===== src/rtl/dcdc_rail_sequencer.sv =====
// -----------------------------------------------------------------------------
// dcdc_rail_sequencer
//
// Multi-rail DC-DC enable sequencer for the PD0 always-on power controller.
// One level request turns all rails on or off. Power-up enables rails in
// ascending order and power-down disables them in descending order. Before
// each rail toggles, a programmable per-rail, per-direction delay runs out.
// If the request changes in the middle of a sequence, the sequence reverses
// from the rail it has reached, so the enables always stay in order.
//
// Ports:
//   i_aon_clk         always-on clock
//   i_soc_pwr_on_rst  asynchronous, active-high reset (all rails on)
//   i_target_on       1 = all rails on, 0 = all rails off
//   i_on_dly          rail k power-on delay in [k*DLY_W +: DLY_W]
//   i_off_dly         rail k power-off delay, same packing
//   o_rail_en         rail enables, thermometer coded (rails 0..n_on-1 on)
//   o_all_on          all rails on and sequencer idle
//   o_all_off         all rails off and sequencer idle
//   o_busy            a sequence is in progress
//   o_seq_done        one-cycle pulse when a sequence completes
//
// State table:
//   state       | meaning
//   ST_ON       | all rails enabled, idle (n_on = NUM_RAILS)
//   ST_OFF      | all rails disabled, idle (n_on = 0)
//   ST_RAMP_UP  | enabling rail n_on once the counter reaches 0
//   ST_RAMP_DN  | disabling rail n_on-1 once the counter reaches 0
// -----------------------------------------------------------------------------
module dcdc_rail_sequencer #(
    parameter int NUM_RAILS = 4,
    parameter int DLY_W     = 8
) (
    input  logic                       i_aon_clk,
    input  logic                       i_soc_pwr_on_rst,
    input  logic                       i_target_on,
    input  logic [NUM_RAILS*DLY_W-1:0] i_on_dly,
    input  logic [NUM_RAILS*DLY_W-1:0] i_off_dly,
    output logic [NUM_RAILS-1:0]       o_rail_en,
    output logic                       o_all_on,
    output logic                       o_all_off,
    output logic                       o_busy,
    output logic                       o_seq_done
);

    localparam int              CW     = $clog2(NUM_RAILS + 1);
    localparam logic [CW-1:0]   N_FULL = CW'(NUM_RAILS);

    typedef enum logic [1:0] {
        ST_ON      = 2'd0,
        ST_OFF     = 2'd1,
        ST_RAMP_UP = 2'd2,
        ST_RAMP_DN = 2'd3
    } state_t;

    state_t             state, state_nxt;
    logic [CW-1:0]      n_on, n_nxt;
    logic [DLY_W-1:0]   cnt, cnt_nxt;
    logic               done_nxt;

    // Saturating neighbours of n_on, so the index math can never wrap.
    logic [CW-1:0]      n_up, n_dn;

    // Delay field select. Out-of-range indices return 0 instead of
    // reading past the packed vector.
    function automatic logic [DLY_W-1:0] pick_dly(
        input logic [NUM_RAILS*DLY_W-1:0] vec,
        input logic [CW-1:0]              idx
    );
        logic [DLY_W-1:0] d;
        d = '0;
        for (int k = 0; k < NUM_RAILS; k++) begin
            if (idx == CW'(k)) begin
                d = vec[k*DLY_W +: DLY_W];
            end
        end
        return d;
    endfunction

    function automatic logic [NUM_RAILS-1:0] thermo(input logic [CW-1:0] n);
        logic [NUM_RAILS-1:0] t;
        t = '0;
        for (int k = 0; k < NUM_RAILS; k++) begin
            t[k] = (CW'(k) < n);
        end
        return t;
    endfunction

    assign n_up = (n_on < N_FULL) ? n_on + CW'(1) : N_FULL;
    assign n_dn = (n_on != '0)    ? n_on - CW'(1) : '0;

    always_comb begin
        state_nxt = state;
        n_nxt     = n_on;
        cnt_nxt   = cnt;
        done_nxt  = 1'b0;

        case (state)
            ST_ON: begin
                if (!i_target_on) begin
                    state_nxt = ST_RAMP_DN;
                    cnt_nxt   = pick_dly(i_off_dly, n_dn);
                end
            end

            ST_OFF: begin
                if (i_target_on) begin
                    state_nxt = ST_RAMP_UP;
                    cnt_nxt   = pick_dly(i_on_dly, n_on);
                end
            end

            ST_RAMP_UP: begin
                if (!i_target_on) begin
                    // Reversal wins over a pending toggle at this edge.
                    if (n_on == '0) begin
                        state_nxt = ST_OFF;
                        cnt_nxt   = '0;
                        done_nxt  = 1'b1;
                    end else begin
                        state_nxt = ST_RAMP_DN;
                        cnt_nxt   = pick_dly(i_off_dly, n_dn);
                    end
                end else if (cnt != '0) begin
                    cnt_nxt = cnt - DLY_W'(1);
                end else begin
                    n_nxt = n_up;
                    if (n_up == N_FULL) begin
                        state_nxt = ST_ON;
                        cnt_nxt   = '0;
                        done_nxt  = 1'b1;
                    end else begin
                        cnt_nxt = pick_dly(i_on_dly, n_up);
                    end
                end
            end

            ST_RAMP_DN: begin
                if (i_target_on) begin
                    if (n_on == N_FULL) begin
                        state_nxt = ST_ON;
                        cnt_nxt   = '0;
                        done_nxt  = 1'b1;
                    end else begin
                        state_nxt = ST_RAMP_UP;
                        cnt_nxt   = pick_dly(i_on_dly, n_on);
                    end
                end else if (cnt != '0) begin
                    cnt_nxt = cnt - DLY_W'(1);
                end else begin
                    n_nxt = n_dn;
                    if (n_dn == '0) begin
                        state_nxt = ST_OFF;
                        cnt_nxt   = '0;
                        done_nxt  = 1'b1;
                    end else begin
                        cnt_nxt = pick_dly(i_off_dly, n_dn - CW'(1));
                    end
                end
            end

            default: begin
                state_nxt = ST_ON;
                n_nxt     = N_FULL;
                cnt_nxt   = '0;
            end
        endcase
    end

    // Outputs are registered from the next-state values so they line up
    // with the state register on the same edge.
    always_ff @(posedge i_aon_clk or posedge i_soc_pwr_on_rst) begin
        if (i_soc_pwr_on_rst) begin
            state      <= ST_ON;
            n_on       <= N_FULL;
            cnt        <= '0;
            o_rail_en  <= '1;
            o_all_on   <= 1'b1;
            o_all_off  <= 1'b0;
            o_busy     <= 1'b0;
            o_seq_done <= 1'b0;
        end else begin
            state      <= state_nxt;
            n_on       <= n_nxt;
            cnt        <= cnt_nxt;
            o_rail_en  <= thermo(n_nxt);
            o_all_on   <= (state_nxt == ST_ON);
            o_all_off  <= (state_nxt == ST_OFF);
            o_busy     <= (state_nxt == ST_RAMP_UP) || (state_nxt == ST_RAMP_DN);
            o_seq_done <= done_nxt;
        end
    end

endmodule


===== config.mk =====
export PLATFORM = sky130hd
export DESIGN_NAME = dcdc_rail_sequencer
export DESIGN_NICKNAME = d
export VERILOG_FILES = /design/src/rtl/dcdc_rail_sequencer.sv
export SDC_FILE = /design/constraint.sdc
export NUM_CORES = 1
export LEC_CHECK = 0
export ABC_AREA = 1
export CORE_ASPECT_RATIO = 0.5
export CORE_MARGIN = 8
export CORE_UTILIZATION = 51
export DETAILED_ROUTE_END_ITERATION = 7
export GPL_ROUTABILITY_DRIVEN = 0
export PLACE_DENSITY = 0.8
export SLEW_MARGIN = 20
export SYNTH_ARGS = -nofsm -noshare
export SYNTH_HDL_FRONTEND = slang
export SYNTH_SLANG_ARGS = --single-unit

===== constraint.sdc =====
create_clock -name i_aon_clk -period 2.9 [get_ports i_aon_clk]
set_input_delay 0.58 -clock i_aon_clk [delete_from_list [all_inputs] [get_ports i_aon_clk]]
set_output_delay 0.58 -clock i_aon_clk [all_outputs]
set_load 0.05 [all_outputs]

### Word-level counts from Yosys, hierarchy flattened

Cells that the tools add are included.

| word-level totals | value |
|---|---|
| register bits | 21 |
| bits of input ports | 67 |
| output and inout bits | 8 |
| logic and storage cells | 103 |

| cells by class | value |
|---|---|
| add/sub/neg operators | 4 |
| order comparisons | 5 |
| equal/unequal tests | 22 |
| mux-type cells | 54 |
| reductions and logical operators | 10 |

Operators by type and width:

| cell | number |
|---|---|
| 2-to-1 mux 8 bit | 26 |
| one-hot mux 8 bit (4 select lines) | 1 |
| equality test 3 x 2 -> 1 bit (second input constant) | 8 |
| 2-to-1 mux 2 bit | 10 |
| 2-to-1 mux 3 bit | 6 |
| equality test 3 x 1 -> 1 bit (second input constant) | 4 |
| zero test 3 bit | 4 |
| equality test 2 bit (second input constant) | 4 |
| 2-to-1 mux 1 bit | 8 |
| one-hot mux 2 bit (4 select lines) | 1 |
| nonzero test 8 bit | 1 |
| subtractor 8 x 1 -> 8 bit (second input constant) | 1 |
| equality test 3 bit (second input constant) | 2 |
| less-than comparator 1 x 3 -> 1 bit (first input constant) | 2 |
| less-than comparator 2 x 3 -> 1 bit (first input constant) | 2 |
| one-hot mux 3 bit (2 select lines) | 1 |
| subtractor 3 x 1 -> 3 bit (second input constant) | 2 |
| equality test 2 x 1 -> 1 bit (second input constant) | 2 |
| zero test 2 bit | 2 |
| inequality test 2 bit (second input constant) | 2 |
| adder 3 x 1 -> 3 bit (second input constant) | 1 |
| less-than comparator 3 bit (second input constant) | 1 |
| nonzero test 3 bit | 1 |
| one-hot mux 1 bit (2 select lines) | 1 |
| other kinds (2) | 2 |

### Logic depth before layout (Yosys ltp)

Gate-level depths: netlist (run 1).

| depth | value |
|---|---|
| depth after elaboration | 12 |
| gate-level depth with buffers | 20 |
| gate-level depth less buffers | 19 |

### Worst setup path before layout (run 1)

OpenSTA, ideal clock, no wires.

| timing path | value |
|---|---|
| kind | reg-to-reg |
| from | register n_on[0] |
| to | register cnt[4] |
| library setup time | 0.116 ns |
| data arrival time | 1.969 ns |
| data required time | 2.784 ns |
| setup slack | 0.815 ns |
| stages on the path, launching flop included | 17 |
| buffers on the path | 1 |
| period minus slack after synthesis | 2.085 ns |
| path through | dfrtp_1 > inv_2 > ha_1 > inv_2 > nand2_1 > nand3_1 > nand2_2 > nand3_4 > buf_6 > nor2_1 > nor2_1 > o21bai_1 > nand2_1 > nand2_1 > nand3b_1 > nand2_1 > nand2_1 |

| on the way | value |
|---|---|
| word-level cells in the longest chain between the ends | 12 |
| elaborated cells between the ends (all ways) | 52 |
| classes of those cells | 3 x add/sub; 1 x order compare; 14 x eq/ne; 29 x mux; 5 x reduce/logical |

RTL lines:

| item | RTL line | text |
|---|---|---|
| start, declared | 57 | `logic [CW-1:0] n_on, n_nxt;` |
| start signal, assigned | 184 | `n_on <= n_nxt;` |
| subtractor 3 x 1 -> 3 bit or nonzero test 3 bit (tied branches) | 90 | `assign n_dn = (n_on != '0) ? n_on - CW'(1) : '0;` |
| 2-to-1 mux 3 bit | 90 |  |
| subtractor 3 x 1 -> 3 bit | 157 | `cnt_nxt = pick_dly(i_off_dly, n_dn - CW'(1));` |
| zero test 3 bit | 73 | `if (idx == CW'(k)) begin` |
| 2-to-1 mux 8 bit (4 in a row) | 73 |  |
| 2-to-1 mux 8 bit | 152 | `if (n_dn == '0) begin` |
| 2-to-1 mux 8 bit | 148 | `end else if (cnt != '0) begin` |
| 2-to-1 mux 8 bit | 139 | `if (i_target_on) begin` |
| one-hot mux 8 bit (4 select lines) * | 98 | `case (state)` |
| end signal, assigned | 185 | `cnt <= cnt_nxt;` |
| end, declared | 58 | `logic [DLY_W-1:0] cnt, cnt_nxt;` |

Every way passes the cells marked *; elsewhere a longest branch is shown, timed or not. The select of a mux whose other input is x is not followed.
A chain may end at the register's enable or synchronous reset.

### Worst setup path after layout (run 1)

| timing path | value |
|---|---|
| from | register n_on[0] |
| to | register cnt[2] |

The elaborated chain is that of the path after synthesis.

==> impl_metrics.toml, run 1 <==
[clock_network]
clk_latency_ps = 260
path_clk_slew_ps = 60
postCtsSetupRepairBufs = 0
cts_tree = "done"
cts-htree-levels = 1
cts-root-buf = "clkbuf_16"
clock_path_buffers = 2
clkSinkCount = 19
numCtsBuffers = 3

[routing]
drt_iter0_markers = 380
vias = 3850
wl_um = 10300
drc_errors = 0
wl_per_cell_um = 14.3
drtPass1Iterations = 5
vias_per_cell = 5.38
postRouteAntennaNets = 0

[power]
power_density_nw_per_um2 = 910
leakage_nw = 2.04
ir_worst_vdd_v = 0.000374
finalPower_mw = 3.57

[synth]
ys.flop_type = "dfrtp_1"
ys_seq_area_frac = 0.156
synth.distinct_cells = 41
synthArstFlopShare = 1.00
syn-num-nets = 646
synth-seq-cells = 19
synth_edf_count = 0
synth_cells = 572
ys_warn_count = 0
post_synth.cell_area_avg_um2 = 5.38
syn-cell-area_um2 = 3080

[sta]
drv_slew = 0
timing.final.crit_share = 0.915
hold_violations = 0
relSlewSlack = 0.502
setup_viol = 0
post-route-min-period_ps = 2650
rsz0062_at_grt = "no"
skew_ps = 8.94
fmax_mhz = 377
finalSetupTns_ps = 0
worst-slew-pin-transition_ps = 747

[floorplan]
die_x_um = 126
core_area_um2 = 5960
fp-row-count = 20
ios = 75
fp.dieArea_um2 = 8930
initial_core_util = 0.517
die_h_um = 70.9

[final_layout]
design_area_um2 = 3930
layout_common_cells = "223 x nand2_1, 84 x inv_1, 74 x clkdlybuf4s50_1"
final_cell_count_no_fill = 716
layout-drive-gt1-share = 0.0720
layout_commonest_cell = "nand2_1"
fin_nets = 714
syn_to_final_growth_pct = 27.5
antenna_cells = 0

[worst_setup_path]
path_cells = "inv_2 -> ha_1 -> nand2_1 -> nand2_1 -> inv_2 -> nand3_2 -> inv_2 -> nand2_1 -> nand2_1 -> inv_1 -> nand2_1 -> nand2_1 -> nand2_1 -> nand2_1 -> nand2_1 -> nand2_1 -> nand2_1 -> nand2_1 -> nand2_1"
slowest_stage = "dfrtp_1"
worstPathArrival_ps = 2850
end_kind = "flop"
max_stage_delay_ps = 500
reg2reg_depth = 19
crit_top_cell = "nand2_1"
r2r-end = "cnt[2]"
start_kind = "flop"
crit_required_ps = 3100
cp_max_fo = 20
critPathKind = "reg2reg"
r2r_slack_ps = 250
rr_startpoint = "n_on[0]"

[global_route]
overflow = 0
grt_pass1_wl_um = 16300
grt_max_degree = 21
antenna_found_initial = 0
first_global_vias = 3334
groute.usage.overall = 0.221

[outcome]
status = "complete, no violations"

[placed_design]
hpwl_um = 8310
io_buffers = 74
placed_area_um2 = 3840
dp_cells = 712

[worst_hold_path]
hold_path_depth = 2
hold_path_end = "cnt[1]"
hold_class = "reg2reg"
hold_start = "cnt[1]"

[job]
cap_violations = 0
## cell families (layout without fill, tap and decap cells)
kind of cell | count (synthesis) | count (layout) | share of synthesized area
XOR/XNOR | 4 | 4 | 0.0114
AO/OA/AOI/OAI | 105 | 105 | 0.193
buffers and inverters | 112 | 179 | 0.154
AND/OR/NAND/NOR | 325 | 325 | 0.456
flip-flops | 19 | 19 | 0.156
adder cells (fa/ha/maj) | 7 | 7 | 0.0284
## synthesized netlist by cell type, types with 7 or more instances
cell type  number  share of area
ha_1            7          0.028
o21ai_1        13          0.021
nand2_1       223           0.27
a21oi_1        12          0.020
nand3_1        33          0.054
dfrtp_1        14           0.11
nor2_1         36          0.044
inv_2          10          0.012
o211ai_1        8          0.020
o21ai_0        52          0.085
o22ai_1         8          0.016
nand4_1         7          0.014
inv_1          84           0.10
## area by class of cell
cell class                 instances  area, um^2
inverter                          95         357
sequential                        19         482
clock inverter                     1        5.00
timing repair buffer              80         786
tap                               77        96.3
clock buffer                       3        75.1
multi-input combinational        441        2120
fill                             592        2030
## metal layers
layer | up-vias | track usage | part of all wire
met3 | 12 | 0.0525 | 0.11
met2 | 202 | 0.322 | 0.41
met4 | 0 | 0.0462 | 0.011
met5 | - | 0 | 0
li1 | 1940 | - | -
met1 | 1696 | 0.319 | 0.47
## per-stage QoR
step	setup WS (ps)	hold WS (ps)	util
detailed placement	274	526	0.645
finish	246	548	0.659
floorplan	815	472	-
global placement	363	528	0.645
CTS	269	542	0.659
global route	4.88	588	0.659
## power breakdown
group / internal [mW] / total (mW) / switching [mW]
clock: 0.185 / 0.293 / 0.108
sequential: 0.385 / 0.531 / 0.146
combinational: 0.922 / 2.75 / 1.83
total: 1.49 / 3.57 / 2.08
## flip-flops by register name (all words and copies together) (netlist names)
signal and cells:
cnt 8, n_on 3, o_all_off 1, o_all_on 1, o_busy 1, o_rail_en 3, o_seq_done 1, state 1
## how the worst max path moves through the flow
| stage | slack (ps) | startpoint | cells after the start | to |
|---|---|---|---|---|
| 2_1_floorplan | 810 | n_on[0] | 16 | cnt[4] |
| 3_3_place_gp | 360 | n_on[0] | 19 | cnt[2] |
| 3_5_place_dp | 270 | n_on[0] | 17 | cnt[2] |
| 4_1_cts | 270 | n_on[0] | 17 | cnt[2] |
| 5_1_grt | 5 | n_on[0] | 19 | cnt[2] |
| 6_report | 250 | n_on[0] | 19 | cnt[2] |
## timing repair
action | in CTS | in global routing
setup endpoints to repair | 0 | 1
hold buffers | 0 | 0
resized for setup | 0 | 1
## worst max-delay path: cells and delay by family (launching register included)
kind	cells	cell delay, ps
AND/OR/NAND/NOR	14	1160
buffers and inverters	4	650
flip-flops	1	500
adder cells (fa/ha/maj)	1	290
No activity file was read; power rests on OpenSTA's default activity.
==> run 2: changes to the inputs <==
Settings changed: ABC_AREA 1 to unset, CTS_CLUSTER_SIZE set to 28, SLEW_MARGIN 20 to unset.
==> run 2 against run 1 <==
Net effect:
- the run now ends with DRC left
- critical path type unchanged
- clock skew down 6.8 ps
- largest power group unchanged
- synthesized area down 0.85%
- critical endpoint is now cnt[0]
- via count up 6.2%
==> impl_metrics.toml, run 2 <==
[outcome]
status = "complete, but fails checks"
violations = "DRC"

[global_route]
antenna_found_initial = 0
groute.usage.overall = 0.264
first_global_vias = 3660
overflow = 0
grt_pass1_wl_um = 19300
grt_max_degree = 28

[power]
ir_worst_vdd_v = 0.000646
power_frac_comb = 0.789
p_sw_frac = 0.549
p_int_mw = 1.73
p_sw_mw = 2.11
power_density_nw_per_um2 = 946
seqPwrFrac = 0.133
finalPower_mw = 3.84
p_clk_frac = 0.078
leakage_nw = 1.53

[worst_setup_path]
worstPathArrival_ps = 2890
crit_required_ps = 3010
start_kind = "flop"
end_kind = "flop"
critPathKind = "reg2reg"
cp_max_fo = 11
reg2reg_depth = 9

[routing]
drtPass1Iterations = 8
wl_per_cell_um = 20.9
vias = 4089
met2RoutedLength_um = 4890
vias_per_cell = 6.88
dr_wl_met3_um = 1870
maxUsedRoutingLayer = "met4"
drc_errors = 11
drt_iter0_markers = 819
wl_met1_um = 5200
postRouteAntennaNets = 0
wl_um = 12400

[clock_network]
numCtsBuffers = 3
postCtsHoldBufs = 0
cts_tree = "done"
clk_latency_ps = 260
cts-htree-levels = 1
path_clk_slew_ps = 60
cts-root-buf = "clkbuf_16"
cts.repair.resized = 0
clock_path_buffers = 2
postCtsSetupRepairBufs = 0
clkSinkCount = 19

[sta]
skew_ps = 2.11
fmax_mhz = 360
drv_slew = 0
relSlewSlack = 0.472
timing.final.crit_share = 0.957
worst-slew-pin-transition_ps = 790
post-route-min-period_ps = 2770
setup_viol = 0
finalSetupTns_ps = 0
hold_violations = 0
rsz0062_at_grt = "no"

[worst_hold_path]
hold_path_depth = 2
hold_class = "reg2reg"

[final_layout]
layout_common_cells = "74 x clkdlybuf4s50_1, 55 x a21oi_1, 52 x nand2_1"
register_area_um2 = 482
top_register = "cnt"
final_cell_count_no_fill = 594
layout-drive-gt1-share = 0.132
syn_to_final_growth_pct = 32.8
antenna_cells = 0
reg_top3 = "cnt (8), n_on (3), o_rail_en (3)"
fin_nets = 592
n_fill_cell = 511
layout_commonest_cell = "clkdlybuf4s50_1"
largest_register_ffs = 8
multi_input_area_um2 = 2350

[floorplan]
ios = 75
fp.dieArea_um2 = 8870
core_area_um2 = 5930
die_h_um = 70.7
fp-row-count = 20
die_x_um = 125
initial_core_util = 0.515

[synth]
ys_warn_count = 0
synth_top_area_cell = "dfrtp_1"
synth-seq-cells = 19
synth_common_cells = "56 x a21oi_1, 52 x nand2_1, 38 x o21ai_0"
post_synth.cell_area_avg_um2 = 6.89
synthArstFlopShare = 1.00
synth.distinct_cells = 72
syn-num-nets = 517
yosysMostFrequentCell = "a21oi_1"
ys.flop_type = "dfrtp_1"
synth_cells = 443
synthTopCellsByArea = "dfrtp_1 11%, a21oi_1 9.2%, nand2_1 6.4%, o21ai_0 6.2%, nor2_1 4.4%"
netlist.area_leader.share = 0.115
ys_seq_area_frac = 0.158
syn-cell-area_um2 = 3050
synth_edf_count = 0

[placed_design]
hpwl_um = 9670
dp_cells = 590
io_buffers = 74

[job]
cap_violations = 0
run 2: kinds of logic after synthesis:
| family | count (synthesis) | synth area share |
|---|---|---|
| xor+xnor | 4 | 0.0115 |
| flops | 19 | 0.158 |
| mux | 16 | 0.0709 |
| buf+inv | 56 | 0.0775 |
| simple gates | 153 | 0.251 |
| compound gates | 188 | 0.403 |
| fa+ha+maj | 7 | 0.0287 |
run 2: cell type report:
class	instances	share of cell area
Clock buffer	4	0.0194
Timing Repair Buffer	105	0.240
Inverter	21	0.0194
Sequential cell	19	0.119
Tap cell	77	0.0238
Multi-Input combinational cell	368	0.579
run 2: power groups by stage:
stage	Sequential (mW)	Combinational, mW	Clock, mW
floorplan	0.546	1.90	0
global placement	0.503	2.84	0
detailed placement	0.505	2.85	0
CTS	0.501	2.87	0.293
global route	0.523	3.19	0.304
finish	0.510	3.03	0.298
run 2: worst paths after layout:
| path | start | end | slack, ps |
|---|---|---|---|
| setup reg to reg | n_on[0] | cnt[0] | 130 |
| max in group asynchronous | i_soc_pwr_on_rst | cnt[6] | 1640 |
| hold reg to reg | cnt[6] | cnt[6] | 630 |
| setup / recovery | n_on[0] | cnt[0] | 130 |
| hold / removal | cnt[6] | cnt[6] | 630 |
| min in group asynchronous | i_soc_pwr_on_rst | n_on[0] | 770 |
run 2: critical path: stages, from the launching register on:
cell and delay (ps):
dfrtp_1 350, buf_4 190, ha_1 290, or4b_1 510, a21o_1 320, nor2_1 180, a41oi_1 110, a221o_1 390
a21oi_1 150, o22ai_1 150
run 2: through the flow:
step / util / area [um^2] / hold WS [ps] / worst slack [ps]
floorplan: - / 3050 / 524 / 123
global placement: 0.669 / 3970 / 607 / 265
detailed placement: 0.669 / 3970 / 612 / 163
CTS: 0.682 / 4040 / 627 / 148
global route: 0.684 / 4060 / 646 / 9.56
finish: 0.684 / 4060 / 626 / 126
run 2: layer usage:
metal	vias to the layer above	track usage
met1	1830	0.356
met3	74	0.0975
met5	-	0
li1	1823	-
met4	0	0.0762
met2	362	0.383
==> run 3: changes to the inputs <==
Settings changed: CAP_MARGIN set to 25.
==> results of run 3 <==
Final layout, timing and power as in run 2 (identical DEF).
